--- config.mk ---
export PLATFORM = sky130hd
export DESIGN_NAME = mem_access
export DESIGN_NICKNAME = d
export VERILOG_FILES = /design/src/rtl/mem_access_pkg.sv /design/src/rtl/mem_access_align.sv /design/src/rtl/mem_access.sv
export SDC_FILE = /design/constraint.sdc
export NUM_CORES = 1
export LEC_CHECK = 0
export ABC_AREA = 1
export ABC_CLOCK_PERIOD_IN_PS = 2380
export BUFFER_PORTS_ARGS = -buffer_cell sky130_fd_sc_hd__buf_2
export CAP_MARGIN = 10
export CORE_MARGIN = 4
export CORE_UTILIZATION = 46
export DETAILED_ROUTE_END_ITERATION = 8
export GPL_TIMING_DRIVEN = 0
export MAX_ROUTING_LAYER = met4
export PLACE_DENSITY_LB_ADDON = 0.25
export SYNTH_ARGS = -nofsm -noshare
export SYNTH_HDL_FRONTEND = slang
export SYNTH_SLANG_ARGS = --single-unit
--- constraint.sdc ---
create_clock -name clk -period 2.38 [get_ports clk]
set_clock_uncertainty 0.15 [all_clocks]
set_input_delay 0.357 -clock clk [delete_from_list [all_inputs] [get_ports clk]]
set_output_delay 0.357 -clock clk [all_outputs]
set_load 0.005 [all_outputs]
--- src/rtl/mem_access_pkg.sv ---
// mem_access_pkg: shared funct3 encodings, FSM states and access legality rule for the MEM stage
package mem_access_pkg;

    localparam logic [2:0] F3_LB  = 3'b000;
    localparam logic [2:0] F3_LH  = 3'b001;
    localparam logic [2:0] F3_LW  = 3'b010;
    localparam logic [2:0] F3_LBU = 3'b100;
    localparam logic [2:0] F3_LHU = 3'b101;
    localparam logic [2:0] F3_SB  = 3'b000;
    localparam logic [2:0] F3_SH  = 3'b001;
    localparam logic [2:0] F3_SW  = 3'b010;

    typedef enum logic [1:0] {
        IDLE = 2'd0,
        REQ  = 2'd1,
        WAIT = 2'd2
    } state_t;

    // Legal funct3 for the direction, and natural alignment for halfwords and words
    function automatic logic access_ok(input logic store, input logic [2:0] f3, input logic [1:0] off);
        return (store ? (f3 == F3_SB || f3 == F3_SH || f3 == F3_SW)
                      : (f3 == F3_LB || f3 == F3_LH || f3 == F3_LW || f3 == F3_LBU || f3 == F3_LHU))
            && !(f3[1:0] == 2'b01 && off[0])
            && !(f3[1:0] == 2'b10 && off != 2'b00);
    endfunction

endpackage

--- src/rtl/mem_access_align.sv ---
// mem_align: load byte/half extract with sign/zero extension, and store byte-enable/lane replication
module mem_align
    import mem_access_pkg::*;
(
    input  logic [2:0]  funct3,
    input  logic [1:0]  offset,
    input  logic [31:0] rdata,
    input  logic [31:0] sdata,
    output logic [31:0] load_data,
    output logic [3:0]  be,
    output logic [31:0] wdata
);

    logic [7:0]  b;
    logic [15:0] h;

    // funct3[1:0] selects size, funct3[2] selects zero extension on loads
    always_comb begin
        b         = rdata[{offset, 3'b000} +: 8];
        h         = offset[1] ? rdata[31:16] : rdata[15:0];
        load_data = (funct3[1:0] == 2'b00) ? {{24{~funct3[2] & b[7]}}, b}
                  : (funct3[1:0] == 2'b01) ? {{16{~funct3[2] & h[15]}}, h}
                  : rdata;
        be        = (funct3[1:0] == 2'b00) ? 4'b0001 << offset
                  : (funct3[1:0] == 2'b01) ? (offset[1] ? 4'b1100 : 4'b0011)
                  : 4'b1111;
        wdata     = (funct3[1:0] == 2'b00) ? {4{sdata[7:0]}}
                  : (funct3[1:0] == 2'b01) ? {2{sdata[15:0]}}
                  : sdata;
    end

endmodule

--- src/rtl/mem_access.sv ---
// mem_access: MEM-stage load/store unit driving a req/gnt/rvalid data bus and stalling upstream
module mem_access
    import mem_access_pkg::*;
#(
    parameter int ADDR_W = 32
) (
    input  logic              clk,
    input  logic              rst,
    input  logic              valid_i,
    input  logic              mem_read_i,
    input  logic              mem_write_i,
    input  logic [2:0]        funct3_i,
    input  logic [31:0]       alu_result_i,
    input  logic [31:0]       store_data_i,
    input  logic [4:0]        rd_addr_i,
    input  logic              rd_wen_i,
    output logic              dmem_req_o,
    output logic              dmem_we_o,
    output logic [ADDR_W-1:0] dmem_addr_o,
    output logic [3:0]        dmem_be_o,
    output logic [31:0]       dmem_wdata_o,
    input  logic              dmem_gnt_i,
    input  logic              dmem_rvalid_i,
    input  logic [31:0]       dmem_rdata_i,
    output logic [4:0]        rd_addr_o,
    output logic [31:0]       rd_data_o,
    output logic              rd_wen_o,
    output logic              stall_o,
    output logic              mem_err_o
);

    state_t            state, nxt;
    logic              mem_op, legal, issue, idle_st, req_st, wait_st;
    logic [ADDR_W-1:0] addr_q;
    logic [3:0]        be_q, be_i, unused_be;
    logic [31:0]       wdata_q, wdata_i, load_data, unused_load, unused_wdata;
    logic              we_q, wen_q;
    logic [2:0]        f3_q;
    logic [1:0]        off_q;
    logic [4:0]        rd_q;

    mem_align u_issue (
        .funct3    (funct3_i),
        .offset    (alu_result_i[1:0]),
        .rdata     (32'h0),
        .sdata     (store_data_i),
        .load_data (unused_load),
        .be        (be_i),
        .wdata     (wdata_i)
    );

    mem_align u_return (
        .funct3    (f3_q),
        .offset    (off_q),
        .rdata     (dmem_rdata_i),
        .sdata     (32'h0),
        .load_data (load_data),
        .be        (unused_be),
        .wdata     (unused_wdata)
    );

    // Next state, bus drive and MEM/WB outputs; reset forces every result output quiet
    always_comb begin
        idle_st      = state == IDLE;
        req_st       = state == REQ;
        wait_st      = state == WAIT;
        mem_op       = valid_i & (mem_read_i | mem_write_i);
        legal        = mem_op & ~(mem_read_i & mem_write_i) & access_ok(mem_write_i, funct3_i, alu_result_i[1:0]);
        issue        = idle_st & legal;
        nxt          = issue   ? (dmem_gnt_i ? (mem_write_i ? IDLE : WAIT) : REQ)
                     : req_st  ? (dmem_gnt_i ? (we_q ? IDLE : WAIT) : REQ)
                     : wait_st ? (dmem_rvalid_i ? IDLE : WAIT)
                     : IDLE;
        dmem_req_o   = issue | req_st;
        dmem_we_o    = req_st ? we_q : issue & mem_write_i;
        dmem_addr_o  = req_st ? addr_q : issue ? {alu_result_i[ADDR_W-1:2], 2'b00} : '0;
        dmem_be_o    = req_st ? be_q : issue ? be_i : 4'h0;
        dmem_wdata_o = req_st ? wdata_q : issue ? wdata_i : 32'h0;
        stall_o      = (issue & ~(dmem_gnt_i & mem_write_i)) | (req_st & ~(dmem_gnt_i & we_q)) | (wait_st & ~dmem_rvalid_i);
        mem_err_o    = idle_st & mem_op & ~legal;
        rd_addr_o    = idle_st ? rd_addr_i : rd_q;
        rd_data_o    = wait_st ? load_data : idle_st ? alu_result_i : 32'h0;
        rd_wen_o     = idle_st ? valid_i & rd_wen_i & ~mem_op : wait_st & dmem_rvalid_i & wen_q;
        if (!rst) begin
            dmem_req_o   = 1'b0;
            dmem_we_o    = 1'b0;
            dmem_addr_o  = '0;
            dmem_be_o    = 4'h0;
            dmem_wdata_o = 32'h0;
            stall_o      = 1'b0;
            mem_err_o    = 1'b0;
            rd_addr_o    = 5'd0;
            rd_data_o    = 32'h0;
            rd_wen_o     = 1'b0;
        end
    end

    // State register, and capture of the transaction so it stays stable while the bus stalls
    always_ff @(posedge clk or negedge rst) begin
        if (!rst) begin
            state   <= IDLE;
            addr_q  <= '0;
            be_q    <= 4'h0;
            wdata_q <= 32'h0;
            we_q    <= 1'b0;
            f3_q    <= 3'd0;
            off_q   <= 2'd0;
            rd_q    <= 5'd0;
            wen_q   <= 1'b0;
        end else begin
            state <= nxt;
            if (idle_st && mem_op) begin
                addr_q  <= {alu_result_i[ADDR_W-1:2], 2'b00};
                be_q    <= be_i;
                wdata_q <= wdata_i;
                we_q    <= mem_write_i;
                f3_q    <= funct3_i;
                off_q   <= alu_result_i[1:0];
                rd_q    <= rd_addr_i;
                wen_q   <= rd_wen_i;
            end
        end
    end

endmodule
-- Yosys cells after proc, flatten, opt, wreduce, memory -nomap -nowiden
Cells that the tools add are included.
- flip-flop bits (word level): 80
- memories kept: 0
- memory bits (read-only): 0
- RAM bits: 0
- output and inout bits: 110
- bits in latches: 0
- multipliers: 0
- add/subtract/negate cells: 0
- multiplexer cells: 38
- reduce and logical (&&, ||, !) cells: 16
- $lt $le $gt $ge: 0
- shifts and indexed selects: 2
- eq/ne operators: 9
- div/mod/pow operators: 0
- bitwise logic cells: 30
- operators by type and width (operator ; count):
    32-bit two-way mux ; 13
    32-bit by 6-bit variable part select with 8-bit output ; 1
    4-bit two-way mux ; 6
    1-bit bitwise AND ; 19
    16-bit two-way mux ; 1
    2-bit two-way mux ; 8
    5-bit two-way mux ; 2
    1-bit two-way mux ; 8
    1-bit inverter ; 7
    2-bit by 1-bit equality test with 1-bit output (second input constant) ; 3
    3-bit equality test (second input constant) ; 2
    2-bit zero test ; 3
    1-bit logical AND ; 5
    2-bit equality test (second input constant) ; 2
    1-bit logical OR ; 4
    1-bit OR ; 4
    1-bit by 2-bit left shift with 4-bit output (first input constant) ; 1
    3-bit by 1-bit equality test with 1-bit output (second input constant) ; 1
    3-bit by 2-bit equality test with 1-bit output (second input constant) ; 1
    3-bit zero test ; 1
    1-bit zero test ; 2
    2-bit nonzero test ; 1

-- Depth between registers and ports, before layout
Gate-level depths: netlist of the first run.
- depth in word-level cells: 14
- depth in mapped cells: 11
- depth with buffers taken out: 9

-- Cells and area by module
Synthesis of the first run repeated with hierarchy kept, for this count alone.
- cells, all modules: 1129
- area, all modules: 7305.8 um^2
- modules (own cells, without submodules) (module ; area each (um^2) ; times used ; cells each):
    mem_access ; 4850.9 ; 1 ; 581
    mem_align ; 1227.4 ; 2 ; 274

-- Worst setup path after synthesis of the first run
No wires, ideal clock.
- path type: reg2out
- from: register off_q[1]
- to: output port rd_data_o[22]
- setup slack: 491 ps
- cell stages (with the launch flop): 12
- arrival: 1382 ps
- data required time: 1873 ps
- buffers on the path: 2
- path through: dfrtp_1 buf_2 inv_2 nand2_1 nand2_1 nand2_1 nand2_1 nand2_1 nand2_2 buf_2 nand3_1 a21oi_1
- longest elaborated chain between the ends: 6
- elaborated cells between the ends (all ways): 8
- ends and longest elaborated chain (item ; line ; text):
    start: declaration ; mem_access.sv:39 ; logic [1:0] off_q;
    start signal: assignment ; mem_access.sv:118 ; off_q <= alu_result_i[1:0];
    branches (longest 3 deep; another with 32-bit by 6-bit variable part select with 8-bit output) ; n/a ;
    32-bit two-way mux * ; mem_access_align.sv:21 ; load_data = (funct3[1:0] == 2'b00) ? {{24{~funct3[2] & b[7]}}, b}
    32-bit two-way mux * ; mem_access.sv:82 ; rd_data_o = wait_st ? load_data : idle_st ? alu_result_i : 32'h0;
    32-bit two-way mux * ; mem_access.sv:84 ; if (!rst) begin
    end: declaration ; mem_access.sv:26 ; output logic [31:0] rd_data_o,
Every way passes the cells marked *.

-- Worst setup path after layout of the first run
- from: register f3_q[0]
- to: output port rd_data_o[20]
- longest elaborated chain between the ends: 5
- elaborated cells between the ends (all ways): 6
- ends and longest elaborated chain (item ; line ; text):
    start: declaration ; mem_access.sv:38 ; logic [2:0] f3_q;
    start signal: assignment ; mem_access.sv:117 ; f3_q <= funct3_i;
    2-bit by 1-bit equality test with 1-bit output ; mem_access_align.sv:22 ; : (funct3[1:0] == 2'b01) ? {{16{~funct3[2] & h[15]}}, h}
    32-bit two-way mux ; mem_access_align.sv:22 ;
    32-bit two-way mux * ; mem_access_align.sv:21 ;
    32-bit two-way mux * ; mem_access.sv:82 ;
    32-bit two-way mux * ; mem_access.sv:84 ;
Every way passes the cells marked *; elsewhere a longest branch is shown, timed or not.

==> results by group, run 1 <==
Drt
  • Routed vias/inst: roughly 5.7
  • Drc violations: 0
  • WL/cell: 17.96 µm
  • Via count: around 8100
  • Post-DRT Antenna Nets: 0
  • Drt first pass iters: 8
  • DRT iter0 DRCs: between 1000 and 1500
  • Drt total wl: 25460 µm

Clock tree
  • CTS tree: yes
  • Clock tree buffer depth: 2
  • Clock-pin slew on the worst setup and hold paths: approximately 70 ps
  • Cts bufs inserted: 9
  • Root Buffer: clkbuf_16
  • Clock sink count: 80
  • Clk Latency, worst-skew pair: around 340 ps
  • CTS H-tree depth: 3

Critical path
  • CP max stage delay: 450 ps
  • Critical Path Slowest Stage Cell: dfrtp_1
  • Setup CP Type: reg -> out
  • Arrival time worst endpoint: approximately 1900 ps
  • Buf/Inv on CP: 2
  • CP cell instances: nand2_4, inv_2, nand2_1, nand2_4, nor2_1, nand3_2, a21oi_1, buf_2
  • Setup crit start kind: flop
  • Critical Path Stages: 8
  • Worst Setup End Kind: output pin
  • CP top delay family: simple AND/OR/NAND/NOR gates
  • Critical Path RT: around 1900 ps
  • R2R depth: 10
  • Crit-path most repeated cell: nand2_4
  • Worst Path Max Fanout: 8

Placed design
  • GPL Wtd Cong: 0.9338
  • Dpl hpwl: between 15000 and 20000 µm
  • IO Port Bufs: ~220

Yosys
  • Most frequent cell after synthesis: nand2_1
  • Number of synthesized flops with an enable pin: 0
  • Yosys cell types: 29
  • Syn Inst Count: 971
  • Avg Inst Size Synth: between 6 and 7 µm²
  • Post-synth top flop: dfrtp_1
  • Largest cells by area after synthesis: dfrtp_1 (34%), nand2_1 (22%), o21ai_0 (9.3%), a21oi_1 (7.7%), nand3_1 (5.3%)
  • Fraction of registers with async set/reset: 1.000
  • Leading area contributor after synthesis: dfrtp_1
  • FF+latch count, synth: 80
  • Sequential area share after synthesis: 0.3366
  • Yosys top cell area share: 0.3366
  • Synth Cell Area: 5948 µm²
  • List of most frequent post-synthesis cells: nand2_1 (343), o21ai_0 (110), a21oi_1 (92)
  • Yosys warns: 0

Global routing
  • Global-route wire length before repair: between 30000 and 40000 µm
  • Total Routing Usage GR: 0.3339
  • Overflow after GRT: 0
  • Pin count of the biggest net entering global routing: 29
  • Vias in the first global route: about 7100
  • Initial antenna violation count: 3

Floorplanning
  • Total die area: around 15000 µm²
  • Die H: around 120 µm
  • Initial Utilization: 0.4713
  • # rows: between 40 and 50
  • Ports: 222
  • Die W: approximately 120 µm
  • Core box area: 12620 µm²

Timing
  • Min Tclk post-route: approximately 2400 ps
  • Final WS setup: -26.62 ps
  • Final cycle utilization of the critical path: 1.011
  • Slew headroom: 0.6230
  • Hold WS: around 9.0 ps
  • Max-slew violations: 0
  • Final setup viols: 10
  • Setup TNS: -84.11 ps
  • Fin. Hold Viols: 0
  • Fmax: a little over 0.4 GHz
  • Worst Tran Pin Value: ~570 ps
  • RSZ-0062 raised after global routing: true

Cells and area
  • Share of layout cells above drive strength 1: 0.3446
  • Filler Cell Count: roughly 1200
  • Final nets: 1349
  • Layout overhead on the synthesized area: 43.14%
  • Final core occ: 0.6747

Pwr
  • Cell area power density: a little over 600 nW/µm²
  • Worst VDD drop: about 0.00031 V
  • LEAKAGE: 4.364 nW

Hold path
  • Hold WC Path Type: in -> async

Status
  • Violations in the final reports: negative setup slack
  • Status: finished, violations left

Job
  • Maxcap violations: 0
-- repair_timing --
item	4_1_cts	5_1_grt
endpoints found under the hold margin	28	0
buffers inserted	15	9
cloned	3	5
resized for setup	89	113
endpoints found under the setup margin	106	99
hold buffers	5	0
pin swaps	9	21
-- layer usage --
layer	share of wire	vias up	track usage	wire, µm
met2	0.46	582	0.5060	11780
met5	0	-	-	0
met1	0.39	3698	0.4533	9986
met3	0.11	79	0.05664	2826
li1	-	3716	-	-
met4	0.034	0	0.1190	863
-- cell families after synthesis --
logic type	after synthesis	share of synthesized area
and+or+nand+nor	536	0.3784
other	1	0.0006304
buffers and inverters	140	0.09991
DFF	80	0.3366
AOI/OAI and AO/OA	214	0.1845
-- registers in the layout, indices dropped and copies added, names as in the netlist --
register,count
state,2
addr_q,30
we_q,1
rd_q,5
off_q,2
be_q,4
f3_q,3
wdata_q,32
wen_q,1
-- cell type report --
class                      count  area (µm²)  share of cell area
antenna                        3       7.507           0.0008817
buffer                        72       489.2             0.05746
clock buffer                   9       225.2             0.02645
clock inverter                 7       53.80            0.006319
inverter                      65       251.5             0.02954
multi-input combinational    754        3735              0.4386
sequential                    80        2003              0.2353
tap                          172       215.2             0.02528
timing repair buffer         255        1534              0.1802
-- cell usage in the layout, fill, tap and decap left out, types with 6 or more instances in the layout --
cell type,count
nand2_1,335
clkbuf_4,12
nor2_4,8
o21ai_0,108
nor2_1,47
buf_4,31
nand3_1,51
o21ai_1,7
inv_2,6
buf_2,232
nand4_1,43
nor2_2,22
nand3_2,8
nand2_4,7
clkbuf_16,11
a21oi_2,24
nand2_2,7
buf_6,13
a21oi_1,67
dfrtp_1,79
clkbuf_2,16
clkbuf_1,8
inv_1,57
-- through the flow --
stage | setup slack (ps) | instance area, µm² | std cells | power, mW
after floorplan | 490.6 | 5952 | 972 | 2.775
after global placement | -1253 | 7263 | 1363 | 3.366
after CTS | 1.359 | 8049 | 1402 | 4.917
final | -26.62 | 8514 | 1417 | 5.188
after global routing | -94.87 | 8514 | 1417 | 5.470
after detailed placement | -340.4 | 7293 | 1364 | 3.406
-- path summary, 6_finish.rpt --
path | from | slack [ps] | endpoint
setup / recovery | f3_q[0]$_DFFE_PN0P_ | -30 | rd_data_o[20]
hold / removal | rst | 9 | wdata_q[21]$_DFFE_PN0P_
setup reg to reg | state[1]$_DFF_PN0_ | 130 | wdata_q[4]$_DFFE_PN0P_
hold reg to reg | addr_q[28]$_DFFE_PN0P_ | 320 | addr_q[28]$_DFFE_PN0P_
max in group asynchronous | rst | 1260 | f3_q[1]$_DFFE_PN0P_
min in group clk | alu_result_i[27] | 110 | addr_q[27]$_DFFE_PN0P_
-- power breakdown --
part / internal, mW / switching (mW)
combinational: 0.789 / 1.31
sequential: 1.62 / 0.128
clock: 0.718 / 0.618
total: 3.13 / 2.06
No activity file was read; power rests on OpenSTA's default activity.
==> run 2: changes to the inputs <==
--- a/config.mk
+++ b/config.mk
@@ -11,6 +11,7 @@
 export CAP_MARGIN = 10
 export CORE_MARGIN = 4
 export CORE_UTILIZATION = 46
+export CTS_BUF_LIST = sky130_fd_sc_hd__clkbuf_4
 export DETAILED_ROUTE_END_ITERATION = 8
 export GPL_TIMING_DRIVEN = 0
 export MAX_ROUTING_LAYER = met4
==> results by group, run 2 (synthesis results as in run 1) <==
Cells and area
  • Biggest register: wdata_q (unchanged)
  • Max reg flops: 32 (unchanged)
  • Final nets: 1407 (was 1349)
  • Largest regs: wdata_q x32, addr_q x30, rd_q x5 (unchanged)
  • Most frequent cells in the layout: nand2_1 (330), buf_2 (234), o21ai_0 (88) (was nand2_1 (335), buf_2 (232), o21ai_0 (108))
  • Share of layout cells above drive strength 1: 0.3885 (was 0.3446)
  • Filler Cell Count: 980 (was 1167)
  • Layout overhead on the synthesized area: 58.96% (was 43.14%)
  • Commonest non-fill, non-tap cell in the layout: nand2_1 (unchanged)

Global routing
  • Overflow after GRT: 0 (unchanged)
  • Vias in the first global route: 7608 (was 7085)
  • Total Routing Usage GR: 0.3533 (was 0.3339)
  • Global-route wire length before repair: 40050 µm (was 37980 µm)
  • Initial antenna violation count: 1 (was 3)
  • Pin count of the biggest net entering global routing: 29 (unchanged)

Critical path
  • Arrival time worst endpoint: 2100 ps (was 1900 ps)
  • CP max stage delay: 440 ps (was 450 ps)
  • Crit-path most repeated cell: buf_4 (was nand2_4)
  • Setup crit start kind: flop (unchanged)
  • Critical Path RT: 1870 ps (about the same)
  • CP cell instances: inv_2, buf_4, nor2_4, buf_8, buf_4, nand2_1, a21oi_1, buf_2 (was nand2_4, inv_2, nand2_1, nand2_4, nor2_1, nand3_2, a21oi_1, buf_2)
  • Worst Setup End Kind: output pin (unchanged)
  • Critical Path Slowest Stage Cell: dfrtp_1 (unchanged)
  • Setup CP Type: reg -> out (unchanged)
  • Worst Path Max Fanout: 10 (was 8)

Timing
  • Final WS setup: -225.5 ps (was -26.62 ps)
  • Max-slew violations: 0 (unchanged)
  • Worst Tran Pin Value: 601.8 ps (was 565.5 ps)
  • Fmax: 0.3838 GHz (was 0.4155 GHz)
  • Final cycle utilization of the critical path: 1.095 (was 1.011)
  • Final setup viols: 102 (was 10)
  • Slew headroom: 0.5988 (was 0.6230)
  • Min Tclk post-route: 2605 ps (was 2407 ps)
  • RSZ-0062 raised after global routing: true (unchanged)
  • Fin. Hold Viols: 0 (unchanged)

Placed design
  • GPL Wtd Cong: 0.9338 (unchanged)
  • Post-Place Setup Slack: -340.4 ps (unchanged)
  • Dpl hpwl: 17980 µm (unchanged)
  • IO Port Bufs: 219 (unchanged)

Clock tree
  • Clock-pin slew on the worst setup and hold paths: 160 ps (was 70 ps)
  • Clk Latency, worst-skew pair: 450 ps (was 340 ps)
  • Clock sink count: 80 (unchanged)
  • CTS tree: yes (unchanged)
  • Root Buffer: clkbuf_4 (was clkbuf_16)
  • Clock tree buffer depth: 2 (unchanged)
  • Cts bufs inserted: 9 (unchanged)
  • CTS H-tree depth: 3 (unchanged)

Pwr
  • Tot Pwr: 5.094 mW (was 5.188 mW)
  • Cell area power density: 538.7 nW/µm² (was 609.3 nW/µm²)
  • Worst VDD drop: 0.0003594 V (was 0.0003097 V)
  • LEAKAGE: 4.642 nW (was 4.364 nW)

Floorplanning
  • Core box area: 12620 µm² (unchanged)
  • Ports: 222 (unchanged)
  • Die H: 121.7 µm (unchanged)
  • Total die area: 14810 µm² (unchanged)
  • Die W: 121.7 µm (unchanged)
  • Initial Utilization: 0.4713 (unchanged)
  • # rows: 41 (unchanged)

Status
  • Violations in the final reports: negative setup slack (unchanged)
  • Status: finished, violations left (unchanged)

Drt
  • DRT iter0 DRCs: 1432 (was 1176)
  • Via count: 8569 (was 8075)
  • Drc violations: 0 (unchanged)
  • WL/cell: 18.92 µm (was 17.96 µm)
  • Routed vias/inst: 5.817 (was 5.699)
  • Drt total wl: 27870 µm (was 25460 µm)
  • Post-DRT Antenna Nets: 0 (unchanged)
  • Drt first pass iters: 6 (was 8)

Hold path
  • Hold WC Path Type: in -> reg (was in -> async)

Job
  • Maxcap violations: 0 (unchanged)
run 2: worst paths after layout:
path,start,end,slack (ps),cells after the start
hold / removal,store_data_i[5],wdata_q[5]$_DFFE_PN0P_,40,3
hold reg to reg,addr_q[2]$_DFFE_PN0P_,addr_q[2]$_DFFE_PN0P_,340,2
min in group asynchronous,rst,wdata_q[3]$_DFFE_PN0P_,410,4
setup reg to reg,state[0]$_DFF_PN0_,wdata_q[4]$_DFFE_PN0P_,280,9
max in group asynchronous,rst,off_q[1]$_DFFE_PN0P_,1320,5
setup / recovery,state[0]$_DFF_PN0_,dmem_be_o[3],-230,8
run 2: final cells by class:
| class | instances | area [µm²] | area share |
|---|---|---|---|
| well taps | 172 | 215.2 | 0.02276 |
| diodes | 1 | 2.502 | 0.0002647 |
| flip-flops and latches | 80 | 2006 | 0.2121 |
| repair buffers | 313 | 2130 | 0.2252 |
| inverters | 65 | 251.5 | 0.02660 |
| multi-input cells | 754 | 4135 | 0.4373 |
| plain buffers | 72 | 594.3 | 0.06286 |
| clock inverters | 7 | 53.80 | 0.005690 |
| clock buffers | 9 | 67.56 | 0.007146 |
run 2: what timing repair did:
item / in CTS / in global routing
pin swaps: 17 / 48
hold buffers: 44 / 0
gates resized for setup: 151 / 201
cloned: 7 / 5
setup buffers: 25 / 14
endpoints found under the hold margin: 92 / 0
setup endpoints to repair: 108 / 104
run 2: report_power, final:
part	leakage (nW)	total, mW	switching, mW	internal (mW)
Combinational	3.59	2.55	1.53	1.02
Clock	0.0646	0.788	0.563	0.225
Sequential	0.984	1.76	0.139	1.62
run 2: stage by stage:
stage / cells / area, µm² / util / hold WS, ps / TNS, ps
floorplan: 972 / 5952 / - / -88.59 / 0
global placement: 1363 / 7263 / 0.5756 / 304.0 / -110500
detailed placement: 1364 / 7293 / 0.5779 / 189.8 / -14170
CTS: 1456 / 8587 / 0.6804 / 11.89 / -8261
global route: 1473 / 9455 / 0.7493 / 27.82 / -19870
finish: 1473 / 9455 / 0.7493 / 40.93 / -12660
run 2: worst max-delay path, delay by kind of cell (launching register included):
kind,cells,cell delay (ps)
DFF,1,440
and+or+nand+nor,2,260
buffers and inverters,5,720
AOI/OAI and AO/OA,1,220
run 2: layer usage:
metal  track usage  up-vias  part of all wire
li1              -     3825                 -
met1        0.4638     3923              0.37
met2        0.5475      695              0.47
met3       0.06732      126              0.11
met4        0.1282        0             0.047
met5             -        -                 0
==> run 3: changes to the inputs <==
--- a/config.mk
+++ b/config.mk
@@ -10,12 +10,12 @@
 export BUFFER_PORTS_ARGS = -buffer_cell sky130_fd_sc_hd__buf_2
 export CAP_MARGIN = 10
 export CORE_MARGIN = 4
-export CORE_UTILIZATION = 46
+export CORE_UTILIZATION = 54
 export CTS_BUF_LIST = sky130_fd_sc_hd__clkbuf_4
 export DETAILED_ROUTE_END_ITERATION = 8
-export GPL_TIMING_DRIVEN = 0
 export MAX_ROUTING_LAYER = met4
 export PLACE_DENSITY_LB_ADDON = 0.25
 export SYNTH_ARGS = -nofsm -noshare
 export SYNTH_HDL_FRONTEND = slang
+export SYNTH_HIERARCHICAL = 1
 export SYNTH_SLANG_ARGS = --single-unit
==> results by group, run 3 <==
Status
  • Status: finished, violations left (unchanged)
  • Violations in the final reports: negative setup slack (unchanged)

Timing
  • Final cycle utilization of the critical path: 1.097 (was 1.095)
  • Slew headroom: 0.6598 (was 0.5988)
  • RSZ-0062 raised after global routing: true (unchanged)
  • Fin. Hold Viols: 0 (unchanged)
  • Min Tclk post-route: 2610 ps (was 2605 ps)
  • Max-slew violations: 0 (unchanged)
  • Final setup viols: 75 (was 102)
  • Fmax: 0.3832 GHz (was 0.3838 GHz)
  • Hold WS: 18.56 ps (was 40.93 ps)
  • Worst Tran Pin Value: 505.7 ps (was 601.8 ps)
  • Final WS setup: -229.7 ps (was -225.5 ps)

Drt
  • Drt first pass iters: 7 (was 6)
  • Post-DRT Antenna Nets: 0 (unchanged)
  • Via count: 7568 (was 8569)
  • DRT iter0 DRCs: 992 (was 1432)
  • Drc violations: 0 (unchanged)
  • Drt total wl: 24350 µm (was 27870 µm)
  • Routed vias/inst: 6.054 (was 5.817)
  • WL/cell: 19.48 µm (was 18.92 µm)

Clock tree
  • Clock-pin slew on the worst setup and hold paths: 150 ps (was 160 ps)
  • Root Buffer: clkbuf_4 (unchanged)
  • Clk Latency, worst-skew pair: 450 ps (about the same)
  • Cts bufs inserted: 9 (unchanged)
  • Clock tree buffer depth: 2 (unchanged)
  • CTS H-tree depth: 3 (unchanged)
  • CTS tree: yes (unchanged)
  • Clock sink count: 80 (unchanged)

Global routing
  • Pin count of the biggest net entering global routing: 55 (was 29)
  • Total Routing Usage GR: 0.3305 (was 0.3533)
  • Initial antenna violation count: 0 (was 1)
  • Overflow after GRT: 0 (unchanged)
  • Vias in the first global route: 6626 (was 7608)
  • Global-route wire length before repair: 33660 µm (was 40050 µm)

Placed design
  • Post-Place Setup Slack: 211.4 ps (was -340.4 ps)
  • Placed instance count: 1179 (was 1364)
  • Dpl hpwl: 14510 µm (was 17980 µm)
  • GPL Wtd Cong: 1.006 (was 0.9338)
  • IO Port Bufs: 219 (unchanged)

Cells and area
  • Layout overhead on the synthesized area: 38.60% (was 58.96%)
  • Share of layout cells above drive strength 1: 0.4351 (was 0.3885)
  • Max reg flops: 32 (unchanged)
  • Commonest non-fill, non-tap cell in the layout: nand2_1 (unchanged)
  • Most frequent cells in the layout: nand2_1 (261), buf_2 (218), dfrtp_1 (76) (was nand2_1 (330), buf_2 (234), o21ai_0 (88))
  • Final nets: 1219 (was 1407)
  • Ant. Diodes: 0 (was 1)
  • Final core occ: 0.7784 (was 0.7493)
  • Biggest register: wdata_q (unchanged)
  • Filler Cell Count: 844 (was 980)
  • Fin cells: 1250 (was 1473)
  • Largest regs: wdata_q x32, addr_q x30, rd_q x5 (unchanged)

Pwr
  • Tot Pwr: 4.690 mW (was 5.094 mW)
  • Worst VDD drop: 0.0003983 V (was 0.0003594 V)
  • LEAKAGE: 4.243 nW (was 4.642 nW)
  • Cell area power density: 546.2 nW/µm² (was 538.7 nW/µm²)

Critical path
  • Critical Path RT: 1870 ps (about the same)
  • CP max stage delay: 470 ps (was 440 ps)
  • Worst Setup End Kind: output pin (unchanged)
  • CP top delay family: simple AND/OR/NAND/NOR gates (was buffers and inverters)
  • Setup crit start kind: flop (unchanged)
  • Setup CP Type: reg -> out (unchanged)
  • CP cell instances: buf_12, nor2_4, nand3_4, nand2_1, inv_1, nand2_1, nand2_1, a21oi_2, buf_2 (was inv_2, buf_4, nor2_4, buf_8, buf_4, nand2_1, a21oi_1, buf_2)
  • Buf/Inv on CP: 3 (was 5)
  • Critical Path Slowest Stage Cell: dfrtp_2 (was dfrtp_1)
  • Arrival time worst endpoint: 2100 ps (about the same)
  • Crit-path most repeated cell: nand2_1 (was buf_4)
  • Worst Path Max Fanout: 8 (was 10)

Floorplanning
  • Ports: 222 (unchanged)
  • Core box area: 11030 µm² (was 12620 µm²)
  • Initial Utilization: 0.5616 (was 0.4713)
  • Die H: 115.1 µm (was 121.7 µm)
  • Die W: 115.1 µm (was 121.7 µm)
  • Total die area: 13250 µm² (was 14810 µm²)
  • # rows: 38 (was 41)

Hold path
  • Hold WC Path Type: in -> reg (unchanged)

Yosys
  • Yosys warns: 6 (was 0)
  • Syn Inst Count: 875 (was 971)
  • Avg Inst Size Synth: 7.080 µm² (was 6.126 µm²)
  • Synth Cell Area: 6195 µm² (was 5948 µm²)

Job
  • Maxcap violations: 0 (unchanged)
==> run 3: stage by stage <==
stage	setup TNS (ps)	cell area, µm²
final	-5695	8586
after global routing	-15490	8586
after CTS	-1588	7889
after detailed placement	0	7300
after global placement	0	7300
after floorplan	0	6198
==> run 3: layout make-up <==
cell class | count | area (µm²) | area share
tap | 140 | 175.2 | 0.02040
multi-input combinational | 647 | 3809 | 0.4436
clock buffer | 9 | 67.56 | 0.007869
sequential | 80 | 2007 | 0.2338
timing repair buffer | 302 | 2200 | 0.2562
inverter | 67 | 277.8 | 0.03235
clock inverter | 5 | 50.05 | 0.005829
==> run 3: path summary, 6_finish.rpt <==
| kind | end | from | depth (start not counted) | slack [ps] |
|---|---|---|---|---|
| min | addr_q[23]$_DFFE_PN0P_ | alu_result_i[23] | 2 | 20 |
| min in group asynchronous | rd_q[2]$_DFFE_PN0P_ | rst | 3 | 270 |
| min reg2reg | wdata_q[22]$_DFFE_PN0P_ | wdata_q[22]$_DFFE_PN0P_ | 1 | 360 |
| max | rd_data_o[21] | f3_q[1]$_DFFE_PN0P_ | 9 | -230 |
| max in group asynchronous | state[0]$_DFF_PN0_ | rst | 4 | 1010 |
| max reg2reg | wdata_q[25]$_DFFE_PN0P_ | state[0]$_DFF_PN0_ | 6 | 400 |
==> run 3: worst register-to-register path, stage by stage (launching register included) <==
cell,delay (ps)
dfrtp_2,460
nor2_4,250
buf_6,150
buf_12,130
nand2_4,100
buf_4,270
mux2_1,370
==> run 3: what timing repair did <==
action,4_1_cts,5_1_grt
buffers inserted,10,13
hold buffers,15,0
endpoints found under the hold margin,23,0
gates resized for setup,33,109
pin swaps,14,35
cloned,5,14
endpoints found under the setup margin,65,106
==> run 3: report_power, final <==
group / switching (mW) / leakage (nW) / internal [mW]
Sequential: 0.165 / 0.945 / 1.63
Combinational: 1.15 / 3.24 / 0.946
Clock: 0.495 / 0.0627 / 0.300
Total: 1.81 / 4.24 / 2.88
==> run 3: metal layers <==
layer / vias to the layer above / track usage / wire length [µm] / share of wire
met1: 3551 / 0.4413 / 9259 / 0.38
met3: 90 / 0.04158 / 2573 / 0.11
li1: 3376 / - / - / -
met5: - / - / 0 / 0
met4: 0 / 0.1236 / 929 / 0.038
met2: 551 / 0.5158 / 11590 / 0.48
